$ cat src/rtl/hamming_enc_seq_if.sv
// -----------------------------------------------------------------------------
// hamming_enc_seq_if
//   Data-memory port between the Hamming encode sequencer and the core-side
//   arbiter/memory.
//
//   mem_req      master -> slave  port request, held for every access state
//   mem_gnt      slave  -> master port granted this cycle
//   mem_addr     master -> slave  byte address
//   mem_wr_en    master -> slave  write strobe, only ever high with mem_gnt
//   mem_wr_data  master -> slave  write byte
//   mem_rd_data  slave  -> master combinational read data for mem_addr
// -----------------------------------------------------------------------------
interface hamming_enc_seq_if #(
  parameter int AW = 8
);
  logic          mem_req;
  logic          mem_gnt;
  logic [AW-1:0] mem_addr;
  logic          mem_wr_en;
  logic [7:0]    mem_wr_data;
  logic [7:0]    mem_rd_data;

  modport master (
    output mem_req, mem_addr, mem_wr_en, mem_wr_data,
    input  mem_gnt, mem_rd_data
  );

  modport slave (
    input  mem_req, mem_addr, mem_wr_en, mem_wr_data,
    output mem_gnt, mem_rd_data
  );
endinterface

$ cat src/rtl/hamming_enc_seq.sv
// -----------------------------------------------------------------------------
// hamming_enc_seq
//   Sequencer that borrows the data-memory port to SECDED-encode NUM_MSG
//   11-bit messages. Each message is read as a byte pair (lo = d[8:1],
//   hi[2:0] = d[11:9]) from SRC_BASE + 2*i and its 16-bit codeword is written
//   as a byte pair to DST_BASE + 2*i. Four granted accesses per message.
//
//   clk      system clock, rising edge
//   reset    asynchronous, active-low reset
//   start    single-cycle run request, honoured only in IDLE or DONE
//   busy     high while a run is in progress
//   done     high in DONE until the next start or reset
//   msg_idx  index of the message in flight
//   mem      memory port (master side)
// -----------------------------------------------------------------------------
module hamming_enc_seq #(
  parameter int NUM_MSG  = 15,
  parameter int SRC_BASE = 0,
  parameter int DST_BASE = 30,
  parameter int AW       = 8
) (
  input  logic                  clk,
  input  logic                  reset,
  input  logic                  start,
  output logic                  busy,
  output logic                  done,
  output logic [3:0]            msg_idx,
  hamming_enc_seq_if.master     mem
);

  typedef enum logic [2:0] {
    IDLE,
    RD_LO,
    RD_HI,
    WR_LO,
    WR_HI,
    DONE
  } state_t;

  localparam logic [3:0] LAST_IDX = 4'(NUM_MSG - 1);

  state_t      state_q, state_d;
  logic [3:0]  idx_q, idx_d;
  logic [11:1] d_q, d_d;

  // Byte offset of the current pair; wraps modulo 2^AW with the bases.
  logic [AW-1:0] pair_off;
  logic [AW-1:0] src_lo_addr;
  logic [AW-1:0] dst_lo_addr;

  assign pair_off    = AW'({idx_q, 1'b0});
  assign src_lo_addr = AW'(SRC_BASE) + pair_off;
  assign dst_lo_addr = AW'(DST_BASE) + pair_off;

  // Codeword is purely combinational from the latched message.
  logic        p8, p4, p2, p1, p0;
  logic [15:0] cw;

  assign p8 = ^d_q[11:5];
  assign p4 = (^d_q[11:8]) ^ (^d_q[4:2]);
  assign p2 = d_q[11] ^ d_q[10] ^ d_q[7] ^ d_q[6] ^ d_q[4] ^ d_q[3] ^ d_q[1];
  assign p1 = d_q[11] ^ d_q[9]  ^ d_q[7] ^ d_q[5] ^ d_q[4] ^ d_q[2] ^ d_q[1];
  // Overall parity covers data and all Hamming parity bits (SECDED).
  assign p0 = (^d_q) ^ p8 ^ p4 ^ p2 ^ p1;
  assign cw = {d_q[11:5], p8, d_q[4:2], p4, d_q[1], p2, p1, p0};

  // Only three bits of the high message byte carry data.
  logic unused_rd_bits;
  assign unused_rd_bits = ^mem.mem_rd_data[7:3];

  // NOTE: state uses non-blocking assignments so every flop updates from
  // pre-edge values; the datapath registers are cleared too so a reset
  // mid-run leaves no stale message behind.
  always_ff @(posedge clk or negedge reset) begin
    if (!reset) begin
      state_q <= IDLE;
      idx_q   <= '0;
      d_q     <= '0;
    end else begin
      state_q <= state_d;
      idx_q   <= idx_d;
      d_q     <= d_d;
    end
  end

  always_comb begin
    // NOTE: every output and next-state value gets a default first so no
    // path through the case statement can infer a latch.
    state_d         = state_q;
    idx_d           = idx_q;
    d_d             = d_q;
    busy            = 1'b0;
    done            = 1'b0;
    mem.mem_req     = 1'b0;
    mem.mem_addr    = '0;
    mem.mem_wr_en   = 1'b0;
    mem.mem_wr_data = '0;

    unique case (state_q)
      IDLE, DONE: begin
        done = (state_q == DONE);
        if (start) begin
          state_d = RD_LO;
          idx_d   = '0;
        end
      end

      RD_LO: begin
        busy         = 1'b1;
        mem.mem_req  = 1'b1;
        mem.mem_addr = src_lo_addr;
        if (mem.mem_gnt) begin
          d_d[8:1] = mem.mem_rd_data;
          state_d  = RD_HI;
        end
      end

      RD_HI: begin
        busy         = 1'b1;
        mem.mem_req  = 1'b1;
        mem.mem_addr = src_lo_addr + AW'(1);
        if (mem.mem_gnt) begin
          d_d[11:9] = mem.mem_rd_data[2:0];
          state_d   = WR_LO;
        end
      end

      WR_LO: begin
        busy            = 1'b1;
        mem.mem_req     = 1'b1;
        mem.mem_addr    = dst_lo_addr;
        mem.mem_wr_data = cw[7:0];
        mem.mem_wr_en   = mem.mem_gnt;
        if (mem.mem_gnt) state_d = WR_HI;
      end

      WR_HI: begin
        busy            = 1'b1;
        mem.mem_req     = 1'b1;
        mem.mem_addr    = dst_lo_addr + AW'(1);
        mem.mem_wr_data = cw[15:8];
        mem.mem_wr_en   = mem.mem_gnt;
        if (mem.mem_gnt) begin
          if (idx_q == LAST_IDX) begin
            state_d = DONE;
          end else begin
            idx_d   = idx_q + 4'd1;
            state_d = RD_LO;
          end
        end
      end

      default: state_d = IDLE;
    endcase
  end

  assign msg_idx = idx_q;

endmodule

$ cat src/flat_wrapper.sv
// flat-port wrapper written by rule: the top's interface ports become plain ports
module hamming_enc_seq_flat 
#(
  parameter int NUM_MSG  = 15,
  parameter int SRC_BASE = 0,
  parameter int DST_BASE = 30,
  parameter int AW       = 8
)
  (clk, reset, start, busy, done, msg_idx, mem_mem_req, mem_mem_addr, mem_mem_wr_en, mem_mem_wr_data, mem_mem_gnt, mem_mem_rd_data);
  hamming_enc_seq_if #(.AW(AW)) mem_i ();
  input  logic clk;
  input  logic reset;
  input  logic start;
  output logic busy;
  output logic done;
  output logic [3:0] msg_idx;
  output wire logic [$bits(mem_i.mem_req)-1:0] mem_mem_req;
  output wire logic [$bits(mem_i.mem_addr)-1:0] mem_mem_addr;
  output wire logic [$bits(mem_i.mem_wr_en)-1:0] mem_mem_wr_en;
  output wire logic [$bits(mem_i.mem_wr_data)-1:0] mem_mem_wr_data;
  input wire logic [$bits(mem_i.mem_gnt)-1:0] mem_mem_gnt;
  input wire logic [$bits(mem_i.mem_rd_data)-1:0] mem_mem_rd_data;
  assign mem_mem_req = mem_i.mem_req;
  assign mem_mem_addr = mem_i.mem_addr;
  assign mem_mem_wr_en = mem_i.mem_wr_en;
  assign mem_mem_wr_data = mem_i.mem_wr_data;
  assign mem_i.mem_gnt = mem_mem_gnt;
  assign mem_i.mem_rd_data = mem_mem_rd_data;
  hamming_enc_seq #(.NUM_MSG(NUM_MSG), .SRC_BASE(SRC_BASE), .DST_BASE(DST_BASE), .AW(AW)) u_core (.clk(clk), .reset(reset), .start(start), .busy(busy), .done(done), .msg_idx(msg_idx), .mem(mem_i));
endmodule
$ cat config.mk
export PLATFORM = sky130hd
export DESIGN_NAME = hamming_enc_seq_flat
export DESIGN_NICKNAME = d
export VERILOG_FILES = /design/src/rtl/hamming_enc_seq_if.sv /design/src/rtl/hamming_enc_seq.sv /design/src/flat_wrapper.sv
export SDC_FILE = /design/constraint.sdc
export NUM_CORES = 1
export LEC_CHECK = 0
export ABC_AREA = 1
export CAP_MARGIN = 20
export CORE_MARGIN = 2
export CORE_UTILIZATION = 44
export CTS_CLUSTER_DIAMETER = 60
export CTS_CLUSTER_SIZE = 25
export DETAILED_ROUTE_END_ITERATION = 8
export HOLD_SLACK_MARGIN = 0.02
export PLACE_DENSITY = 0.84
export SYNTH_ARGS = -nofsm -noshare
export SYNTH_HDL_FRONTEND = slang
export SYNTH_SLANG_ARGS = --single-unit
$ cat constraint.sdc
create_clock -name clk -period 1.4 [get_ports clk]
set_input_delay 0.21 -clock clk [delete_from_list [all_inputs] [get_ports clk]]
set_output_delay 0.21 -clock clk [all_outputs]
set_load 0.01 [all_outputs]
==> results <==
placed cells by master (no fill, tap or decap), types with 4 or more instances in the layout:
cell / synthesis / final
buf_4: 3 / 52
nand2_1: 64 / 38
nand2_2: 3 / 22
buf_6: 0 / 20
inv_1: 23 / 15
buf_2: 2 / 14
dfrtp_1: 18 / 14
nand3_1: 17 / 13
inv_2: 6 / 11
clkdlybuf4s50_1: 0 / 11
a21oi_1: 11 / 9
nand2_4: 2 / 8
nor2_4: 2 / 8
o21ai_0: 12 / 8
o22ai_2: 0 / 7
nor2_1: 13 / 7
xor2_1: 7 / 6
o21ai_2: 1 / 5
xnor2_1: 5 / 4
dfrtp_2: 0 / 4
cells in the mapped netlist:
master / n
nor2_4: 2
nor3_1: 1
xnor2_1: 5
nor2_2: 3
clkbuf_1: 1
a21oi_1: 11
buf_4: 3
buf_2: 2
inv_2: 6
dfrtp_1: 18
o21ai_1: 3
nor2_1: 13
inv_1: 23
o21ai_0: 12
clkbuf_2: 3
o21ai_2: 1
o22ai_1: 9
nand3_1: 17
ha_1: 3
conb_1: 1
a31oi_1: 1
o31ai_1: 1
nand2_2: 3
nand2_1: 64
nand2_4: 2
inv_4: 1
xor2_1: 7
power by group through the flow:
stage	Clock, uW	Combinational [uW]	Sequential (uW)
after floorplan	0	2360	913
after global placement	0	4050	976
after detailed placement	0	4170	993
after CTS	340	4750	990
after global routing	367	6460	1060
final	360	6120	1060
worst reg2reg max path, cell delays in order, from the launching register on:
cell and delay [ns]:
dfrtp_1 0.44, inv_2 0.11, nand2_4 0.07, nor2_4 0.15, inv_4 0.10, buf_6 0.16, nor2_4 0.12, nor2_4 0.06
o21ai_4 0.21, a21oi_1 0.10, a21oi_1 0.18
metrics by stage:
stage | cell area (sq um) | util
final | 2660 | 0.864
after global routing | 2660 | 0.864
after CTS | 2390 | 0.777
after detailed placement | 2130 | 0.691
after global placement | 2130 | 0.691
after floorplan | 1440 | -
registers in the layout, indices dropped and copies added (netlist names):
signal and flops:
u_core.d_q 11, u_core.msg_idx 4, u_core.state_q 3
area by class of cell:
type / count / area (sq um)
Timing Repair Buffer: 102 / 853
Fill cell: 164 / 419
Clock buffer: 4 / 36.3
Inverter: 30 / 128
Tap cell: 44 / 55.1
Multi-Input combinational cell: 160 / 1130
Sequential cell: 18 / 455
per-layer routing:
metal / vias up / track usage
met2: 145 / 0.576
met1: 953 / 0.352
met3: 51 / 0.0315
li1: 874 / -
met5: - / 0
met4: 0 / 0.140
cell families (layout without fill, tap and decap cells):
kind of cell | count (synthesis) | in the layout | synth area share
buffers and inverters | 39 | 136 | 0.116
flip-flops | 18 | 18 | 0.314
adder cells (fa/ha/maj) | 3 | 3 | 0.0262
other | 1 | 2 | 0.00262
AO/OA/AOI/OAI | 38 | 38 | 0.146
AND/OR/NAND/NOR | 105 | 105 | 0.322
XOR/XNOR | 12 | 12 | 0.0733
final timing paths:
check	end	slack, ns	depth (start not counted)	from
max in group asynchronous	u_core.d_q[9]	0.96	2	reset
min	u_core.msg_idx[3]	0.21	2	reset
max reg2reg	u_core.msg_idx[0]	-0.38	10	u_core.state_q[1]
max	mem_mem_wr_data[0]	-0.65	11	u_core.d_q[11]
min in group clk	u_core.d_q[6]	0.47	3	mem_mem_rd_data[5]
min reg2reg	u_core.d_q[3]	0.61	2	u_core.d_q[3]
repair_timing:
item	CTS	global route
buffers inserted	18	11
endpoints found under the hold margin	0	0
setup endpoints to repair	29	30
pin swaps	18	34
resized for setup	133	57
==> metrics <==
nets@finish=330; top layer in use=met4; Setup WS pre-CTS=-0.687 ns; synthesized instance count=216; unrepaired setup endpoints after global routing=true; Reg clk slew, reported paths=0.13 ns; Synth area leader=dfrtp_1; Rows=20; # diodes=0; Post-CTS Hold Fix Bufs=0; Worst path max stage delay=0.49 ns; MaxCap Viol Count=0; H-tree depth=1; Synth Cell Area=1430 sq um; Area contributors post-synth=dfrtp_1 31%, nand2_1 17%, inv_1 6.0%; initial antenna violation count=0; worst vdd ir=1.71 mV; internal power=3710 uW; DR WL met3=521 um; crit-path leading delay family=simple AND/OR/NAND/NOR gates; clock group share of total power=0.048; combinational power share=0.812; Clock Latency Late Sink=0.32 ns; DP Cell Count=332; routed length on met2=3.47 mm; post-detail-place hpwl=3.07 mm; Worst Path Max Fanout=5; Total Routing Usage GR=0.309; Synth top area share=0.314; Net Sw Frac=0.507; run status=finished, violations left; Final ANT Viol Nets=0; hold crit path type=input port to async pin; share of layout cells above drive strength 1=0.561; Flop pwr share=0.140; register area share after synthesis=0.314; vias=2023; Synth Register Bits=18; Tot Pwr=7530 uW; GPL Wtd Cong=0.864; P_sw=3820 uW; initial core utilization=0.466; fin crit share=1.47; hold_ws=0.207 ns; violated checks=negative setup slack; Buf/Inv on CP=3; CP max stage cell=dfrtp_2; CP endpoint kind=output port; critical path type=flip-flop to output port; CP startpoint kind=flip-flop; DRC violations left=0; final wirelength=6.89 mm; CTS buffer count=3; Avg Cell Area, Syn=6.64 sq um; skew final=0.00949 ns; LEAKAGE=0.00134 uW; 1st-pass router iterations=5; die outline width=61.1 um; Slew Viols, Final=0; YS warnings=0; Finished Layout Cells=358; gr ovfl total=0; Vias/cell=5.65; Final setup viols=25; Power Density=2830 nW/um^2; post-route minimum period=2.05 ns; worst setup margin=-0.652 ns; vias in the first global route=1842; Chip Height=61.1 um; Netlist cell types=27; CP required=1.19 ns; global-route wire length before repair=8.41 mm; setup TNS=-10.39 ns; CTS tree=done; root buf cell=clkbuf_4; CP cell instances=buf_6 -> xor2_1 -> nand2_1 -> nand2_2 -> nand2_2 -> inv_2 -> nor2_4 -> nand3_1 -> nand3_1 -> nand2_1 -> buf_2; Avg WL per Cell=19.2 um; final hold violations=0; total die area=3730 sq um; clock buffer depth=2; Buffers on Ports=33; Max Clk Rate=487 MHz; number of I/O pins=36; Area growth, synth to finish=85.4%; CTS Sinks=18; DRT met1 WL=2.47 mm; CP Data Arrival Time=1.84 ns; Core ar.=3080 sq um; DR iter-0 viols=170; largest net degree at the start of global routing=19
Power figures use the tool's default switching activity.
